===== src/rtl/inst_fetch_pkg.sv =====
// Shared word size and instruction-field constants for the TSC CPU front end.
// The fetch stage only uses the word size; the opcode fields are here for decode.
package inst_fetch_pkg;

  localparam int unsigned IF_WORD_SIZE = 16;
  localparam int unsigned IF_OPC_W     = 4;
  localparam int unsigned IF_FUNC_W    = 6;

  localparam logic [IF_OPC_W-1:0] OPC_RTYPE = 4'hF;
  localparam logic [IF_OPC_W-1:0] OPC_LHI   = 4'h6;
  localparam logic [IF_OPC_W-1:0] OPC_JMP   = 4'h9;
  localparam logic [IF_OPC_W-1:0] OPC_JAL   = 4'hA;

  localparam logic [IF_FUNC_W-1:0] FUNC_WWD = 6'd28;
  localparam logic [IF_FUNC_W-1:0] FUNC_HLT = 6'd29;

endpackage


===== src/rtl/inst_fetch.sv =====
// Instruction fetch stage: owns the PC, fetches over a ready handshake and holds
// the fetched word for the consumer until it is accepted via inst_ack.
module inst_fetch
  import inst_fetch_pkg::*;
#(
  parameter int unsigned          WORD_SIZE = IF_WORD_SIZE,
  parameter logic [WORD_SIZE-1:0] RESET_PC  = '0
) (
  input  logic                 clk,
  input  logic                 reset_cpu,
  input  logic                 cpu_enable,
  output logic                 mem_read,
  output logic [WORD_SIZE-1:0] mem_addr,
  input  logic [WORD_SIZE-1:0] mem_data,
  input  logic                 mem_ready,
  output logic [WORD_SIZE-1:0] inst,
  output logic [WORD_SIZE-1:0] inst_pc,
  output logic                 inst_valid,
  input  logic                 inst_ack,
  input  logic                 redirect,
  input  logic [WORD_SIZE-1:0] redirect_target,
  output logic [WORD_SIZE-1:0] num_inst,
  output logic [7:0]           pc_below8bit
);

  typedef enum logic [1:0] {
    ST_IDLE  = 2'd0,
    ST_FETCH = 2'd1,
    ST_VALID = 2'd2
  } state_t;

  state_t               r_state;
  logic [WORD_SIZE-1:0] r_pc;
  logic [WORD_SIZE-1:0] r_inst;
  logic [WORD_SIZE-1:0] r_inst_pc;
  logic [WORD_SIZE-1:0] r_num_inst;
  logic                 r_inst_valid;
  logic                 r_mem_read;

  logic                 w_accept;
  logic [WORD_SIZE-1:0] w_pc_next;

  assign w_accept  = inst_ack & cpu_enable;
  // Fall-through address wraps silently at the top of the address space.
  assign w_pc_next = redirect ? redirect_target : (r_inst_pc + WORD_SIZE'(1));

  // Fetch FSM with PC, instruction register and retired counter.
  always_ff @(posedge clk or posedge reset_cpu) begin
    if (reset_cpu) begin
      r_state      <= ST_IDLE;
      r_pc         <= RESET_PC;
      r_inst       <= '0;
      r_inst_pc    <= '0;
      r_num_inst   <= '0;
      r_inst_valid <= 1'b0;
      r_mem_read   <= 1'b0;
    end else begin
      case (r_state)
        ST_IDLE: begin
          if (cpu_enable) begin
            r_state    <= ST_FETCH;
            r_mem_read <= 1'b1;
          end
        end
        // An issued request always completes; cpu_enable is not looked at here.
        ST_FETCH: begin
          if (mem_ready) begin
            r_inst       <= mem_data;
            r_inst_pc    <= r_pc;
            r_inst_valid <= 1'b1;
            r_mem_read   <= 1'b0;
            r_state      <= ST_VALID;
          end
        end
        ST_VALID: begin
          if (w_accept) begin
            r_num_inst   <= r_num_inst + WORD_SIZE'(1);
            r_pc         <= w_pc_next;
            r_inst_valid <= 1'b0;
            r_mem_read   <= 1'b1;
            r_state      <= ST_FETCH;
          end
        end
        default: begin
          r_state      <= ST_IDLE;
          r_inst_valid <= 1'b0;
          r_mem_read   <= 1'b0;
        end
      endcase
    end
  end

  assign mem_read     = r_mem_read;
  assign mem_addr     = r_pc;
  assign inst         = r_inst;
  assign inst_pc      = r_inst_pc;
  assign inst_valid   = r_inst_valid;
  assign num_inst     = r_num_inst;
  assign pc_below8bit = r_pc[7:0];

endmodule


===== config.mk =====
export PLATFORM = sky130hd
export DESIGN_NAME = inst_fetch
export DESIGN_NICKNAME = d
export VERILOG_FILES = /design/src/rtl/inst_fetch_pkg.sv /design/src/rtl/inst_fetch.sv
export SDC_FILE = /design/constraint.sdc
export NUM_CORES = 1
export LEC_CHECK = 0
export BUFFER_PORTS_ARGS = -buffer_cell sky130_fd_sc_hd__clkbuf_2
export CORE_ASPECT_RATIO = 1.25
export CORE_MARGIN = 2
export CORE_UTILIZATION = 45
export DETAILED_ROUTE_END_ITERATION = 8
export GPL_ROUTABILITY_DRIVEN = 0
export GPL_TIMING_DRIVEN = 0
export PLACE_DENSITY = 0.75
export SLEW_MARGIN = 25
export SYNTH_ARGS = -nofsm -noshare
export SYNTH_HDL_FRONTEND = slang
export SYNTH_SLANG_ARGS = --single-unit

===== constraint.sdc =====
create_clock -name clk -period 1.7 [get_ports clk]
set_clock_uncertainty 0.1 [all_clocks]
set_input_delay 0 -clock clk [delete_from_list [all_inputs] [get_ports clk]]
set_output_delay 0 -clock clk [all_outputs]
set_load 0.05 [all_outputs]

Word level (Yosys, flattened, before mapping)
Index checks and enable logic that the tools add are counted.
{"block": "classes", "add_sub_neg": 2, "eq_ne": 5, "mux": 12, "n_bitwise": 2, "n_reduce_logical": 5}
{"operator": "adder 16 x 1 -> 16 bit (second input constant)", "n": 2}
{"operator": "2-to-1 mux 16 bit", "n": 1}
{"operator": "2-to-1 mux 2 bit", "n": 3}
{"operator": "inequality test 2 bit (second input constant)", "n": 3}
{"operator": "one-hot mux 1 bit (3 select lines)", "n": 2}
{"operator": "one-hot mux 2 bit (3 select lines)", "n": 1}
{"operator": "AND reduction 3 bit", "n": 2}
{"operator": "2-to-1 mux 1 bit", "n": 5}
{"operator": "AND reduction 2 bit", "n": 2}
{"operator": "== test 2 x 1 -> 1 bit (second input constant)", "n": 1}
{"operator": "== test 2 bit (second input constant)", "n": 1}
{"operator": "logical NOT 2 bit", "n": 1}
{"operator": "bitwise AND 1 bit", "n": 1}
{"operator": "inverter 1 bit", "n": 1}
{"block": "word_totals", "regBits": 68, "input_bits": 38, "out_inout_bits": 74}

Logic depth before layout (Yosys ltp)
{"block": "depth", "depth_word": 3, "mapped_depth": 6}

Worst setup path before layout
No wires, ideal clock.
{"block": "synth_timing", "path_type": "reg-to-reg", "from": "register r_state[0]", "to": "register r_num_inst[14], in the netlist num_inst[14]", "t_arrival_ps": 1657, "setup_slack_ps": -199, "stages_incl_launch_ff": 7, "n_path_buf": 2, "cell_sequence": "dfrtp_1 > buf_6 > nand4b_4 > buf_6 > nor4_4 > nand3_1 > xnor2_1"}
{"block": "synth_between", "elab_chain_len": 2}
{"item": "start, declared", "line_no": "inst_fetch.sv:32", "text": "state_t r_state;"}
{"item": "start signal, assigned", "line_no": "inst_fetch.sv:50", "text": "r_state <= ST_IDLE;"}
{"item": "start signal, assigned", "line_no": "inst_fetch.sv:61", "text": "r_state <= ST_FETCH;"}
{"item": "start signal, assigned", "line_no": "inst_fetch.sv:72", "text": "r_state <= ST_VALID;"}
{"item": "== test 2 bit", "line_no": "inst_fetch.sv:58", "text": "case (r_state)"}
{"item": "AND reduction 2 bit (no line)"}
{"item": "end signal, assigned", "line_no": "inst_fetch.sv:77", "text": "r_num_inst <= r_num_inst + WORD_SIZE'(1);"}
{"item": "end, declared", "line_no": "inst_fetch.sv:36", "text": "logic [WORD_SIZE-1:0] r_num_inst;"}
No other way between the ends.
A chain may end at the register's enable or synchronous reset.

Worst setup path after layout
{"block": "layout_timing", "from": "register r_inst_pc[2], in the netlist inst_pc[2]", "to": "register r_pc[11], in the netlist mem_addr[11]"}
{"block": "layout_between", "elab_chain_len": 2}
{"item": "start, declared", "line_no": "inst_fetch.sv:35", "text": "logic [WORD_SIZE-1:0] r_inst_pc;"}
{"item": "start signal, assigned", "line_no": "inst_fetch.sv:69", "text": "r_inst_pc <= r_pc;"}
{"item": "adder 16 x 1 -> 16 bit", "line_no": "inst_fetch.sv:45", "text": "assign w_pc_next = redirect ? redirect_target : (r_inst_pc + WORD_SIZE'(1));"}
{"item": "2-to-1 mux 16 bit", "line_no": "inst_fetch.sv:45"}
{"item": "end signal, assigned", "line_no": "inst_fetch.sv:78", "text": "r_pc <= w_pc_next;"}
{"item": "end, declared", "line_no": "inst_fetch.sv:33", "text": "logic [WORD_SIZE-1:0] r_pc;"}
No other way between the ends.

==> metrics <==
Synth Instances 268; final hold violations 0; power per cell area 1980 mW/mm^2; Hold EP mem_addr[13]; R2R Path Start inst_pc[2]; Relative slew margins 62.7%; Final nets 472; Crit path max-delay family compound AO/OA/AOI/OAI gates; vias in the first global route 2627; worst setup margin 0.0350 ns; overall die width 78.8 um; syn nets 308; area of the multi-input gates 0.00136 sq mm; Yosys top cell by area dfrtp_1; ys async rst share 100%; FF-to-FF setup slack 0.04 ns; Total Routing Usage GR 21.8%; post-layout min period 1.66 ns; Pre-antenna DRT Iters 4; drt drc 0; clock buffer depth 2; Synth cell types 36; setup violators final 0; share of the synthesized area in the top cell type 53.2%; pre-CTS setup slack -0.141 ns; Seq cells post-synth 67; Num CTS Buffers 9; max-cap viol count 0; worst endpoint required time 1.80 ns; Post-DP HPWL 5470 um; initial antenna violation count 0; Core ar. 0.00689 sq mm; status completed; syn_area_per_cell 11.8 sq um; first-pass GRT wire length 12900 um; WL per Instance 15.3 um; crit end category flop; VDD IR max 1.22 mV; Min-Delay Path Class in2reg; WP data arrival 1.77 ns; Least-Margin Pin Slew 0.559 ns; post-route cell area 0.00460 sq mm; Sinks on Clock Net 67; min-delay src redirect; Seq/Total Area, Yosys 53.2%; total gr overflow 0; Post-Syn Area 0.00315 sq mm; largest net degree at the start of global routing 30; YS warnings 0; Max stage delay on crit path 0.35 ns; Clock Pin Slew Worst Setup and Hold Paths 0.07 ns; Die ar. 0.00769 sq mm; FILL cells 561; predominant post-synthesis flop cell dfrtp_1; Post-synth EDFFs 0; Sequential cell area 0.00170 sq mm; top post-synthesis cells by area dfrtp_1 53%, mux2_2 11%, xnor2_1 5.8%, nand2_1 3.1%, nand3_1 2.4%; Register-to-Register Path Depth 5; WP buf/inv 1; CP max FO 7; period utilization 97.9%; Vias/cell 5.10; CP Class reg2reg; CP Cell Sequence clkbuf_2, nand4_1, o31a_1, o31ai_1, o21ai_0; fmax 0.601 GHz; reg-to-reg endpoint mem_addr[11]; CTS tree built; Routed WL 8080 um; die height 97.5 um; share of layout cells above drive strength 1 49.4%; Area growth, synth to finish 46.0%; Buffers on Ports 111; IO Count 112; unrepaired setup endpoints after global routing true; via count 2688; Lkg Pwr 0.00220 uW; Site Rows 34; Root Driver clkbuf_8; setup_tns 0 ns; Slew Limit Fails 0; Setup crit start kind flop; Post-DRT Antenna Nets 0; n_diodes 0; Critical Path Slowest Stage Cell dfrtp_2; DRT iter0 DRCs 130; H-tree Lvls 3; hold depth 4; Worst-Skew Late Latency 0.34 ns; initial core utilization 45.7%; placed cell areas 0.00390 sq mm
## metal layers
layer	part of all wire [%]	vias up	track usage [%]
met1	39	1313	26.5
met3	4.0	20	3.25
met2	54	88	37.9
met4	2.8	0	9.95
li1	-	1267	-
met5	0	-	0
## synthesized netlist by cell type, types with 2 or more instances
master and n:
dfrtp_1 67, mux2_2 32, nand2_1 26, xnor2_1 21, nand3_1 15, nor2_1 12, o21ai_0 10, buf_4 8
a21oi_1 7, nand4_1 6, xor2_1 6, buf_2 5, o22ai_1 5, clkbuf_1 4, inv_1 4, nor4_2 4
o211ai_1 4, buf_6 3, mux2i_1 3, nor3_1 3, ha_1 2, nand2b_1 2, nand3b_1 2, nor4_1 2
nor4_4 2, o31a_1 2, o31ai_1 2
## sequential cells by signal, summed over array words and instances (netlist names)
register	flops
inst_valid	1
inst	16
inst_pc	16
mem_addr	16
num_inst	16
r_state	2
## cell type report
class	count	share of cell area (%)
Sequential cell	67	37.0
Multi-Input combinational cell	176	29.7
Timing Repair Buffer	153	21.8
Clock inverter	5	2.18
Buffer	21	3.48
Tap cell	90	2.45
Inverter	4	0.408
Clock buffer	11	3.08
## cell usage in the layout, fill, tap and decap left out, types with 2 or more instances in the layout
cell type / synthesis / final
clkbuf_2: 1 / 112
dfrtp_1: 67 / 49
dlygate4sd3_1: 0 / 39
mux2_2: 32 / 32
nand2_1: 26 / 25
xnor2_1: 21 / 21
dfrtp_2: 0 / 18
nand3_1: 15 / 14
clkbuf_8: 0 / 11
o21ai_0: 10 / 10
buf_4: 8 / 10
nor2_1: 12 / 9
a21oi_1: 7 / 7
nand4_1: 6 / 6
xor2_1: 6 / 6
o22ai_1: 5 / 5
clkbuf_1: 4 / 4
o211ai_1: 4 / 4
nor4_2: 4 / 3
inv_1: 4 / 3
nor4_4: 2 / 3
mux2i_1: 3 / 3
bufinv_16: 0 / 3
buf_6: 3 / 2
or2_4: 0 / 2
nand3_2: 1 / 2
buf_2: 5 / 2
nor2_2: 0 / 2
clkbuf_4: 0 / 2
nand3b_1: 2 / 2
nor3_1: 3 / 2
nor4_1: 2 / 2
o31a_1: 2 / 2
nand2b_1: 2 / 2
o31ai_1: 2 / 2
ha_1: 2 / 2
clkinv_2: 0 / 2
## worst max path at each step
stage | from | endpoint | cells past startpoint
6_report | inst_pc[2] | mem_addr[11] | 5
5_1_grt | inst_pc[2] | mem_addr[11] | 5
4_1_cts | r_state[1] | inst_pc[7] | 4
3_5_place_dp | r_state[0] | num_inst[2] | 5
3_3_place_gp | r_state[0] | num_inst[2] | 5
2_1_floorplan | r_state[0] | num_inst[14] | 6
## worst reg2reg max path, delay by kind of cell, from the launching register on
family	cells	cell delay [ns]
buf+inv	1	0.19
compound gates	3	0.61
simple gates	1	0.28
flops	1	0.35
## what timing repair did
item,CTS,global route
pin swaps,2,2
gates cloned,0,0
setup endpoints to repair,13,34
hold buffers,39,0
gates resized for setup,2,13
buffers inserted,0,1
endpoints found under the hold margin,102,0
## through the flow
step / hold WS (ns) / std cells / total power, uW / util, %
after floorplan: -0.0146 / 268 / 6290 / -
after global placement: 0.112 / 469 / 7260 / 55.9
after detailed placement: -0.0887 / 471 / 7370 / 56.6
after CTS: 0.0452 / 526 / 9100 / 65.9
after global routing: 0.0808 / 527 / 9530 / 66.7
final: 0.0568 / 527 / 9120 / 66.7
## logic make-up (layout without fill, tap and decap cells)
| group | Yosys count | in the layout | share of synthesized area [%] |
|---|---|---|---|
| compound gates | 31 | 31 | 6.04 |
| xor+xnor | 27 | 27 | 7.51 |
| fa+ha+maj | 2 | 2 | 0.794 |
| buf+inv | 25 | 194 | 4.89 |
| flops | 67 | 67 | 53.2 |
| mux | 35 | 35 | 12.4 |
| simple gates | 81 | 81 | 15.1 |
## where the power goes
| group | internal, uW | leakage, uW | total (uW) | switching (uW) |
|---|---|---|---|---|
| Sequential | 2230 | 0.000818 | 2850 | 622 |
| Clock | 1010 | 0.000123 | 1610 | 595 |
| Combinational | 1370 | 0.00126 | 4660 | 3290 |
No activity file was read; power rests on OpenSTA's default activity.
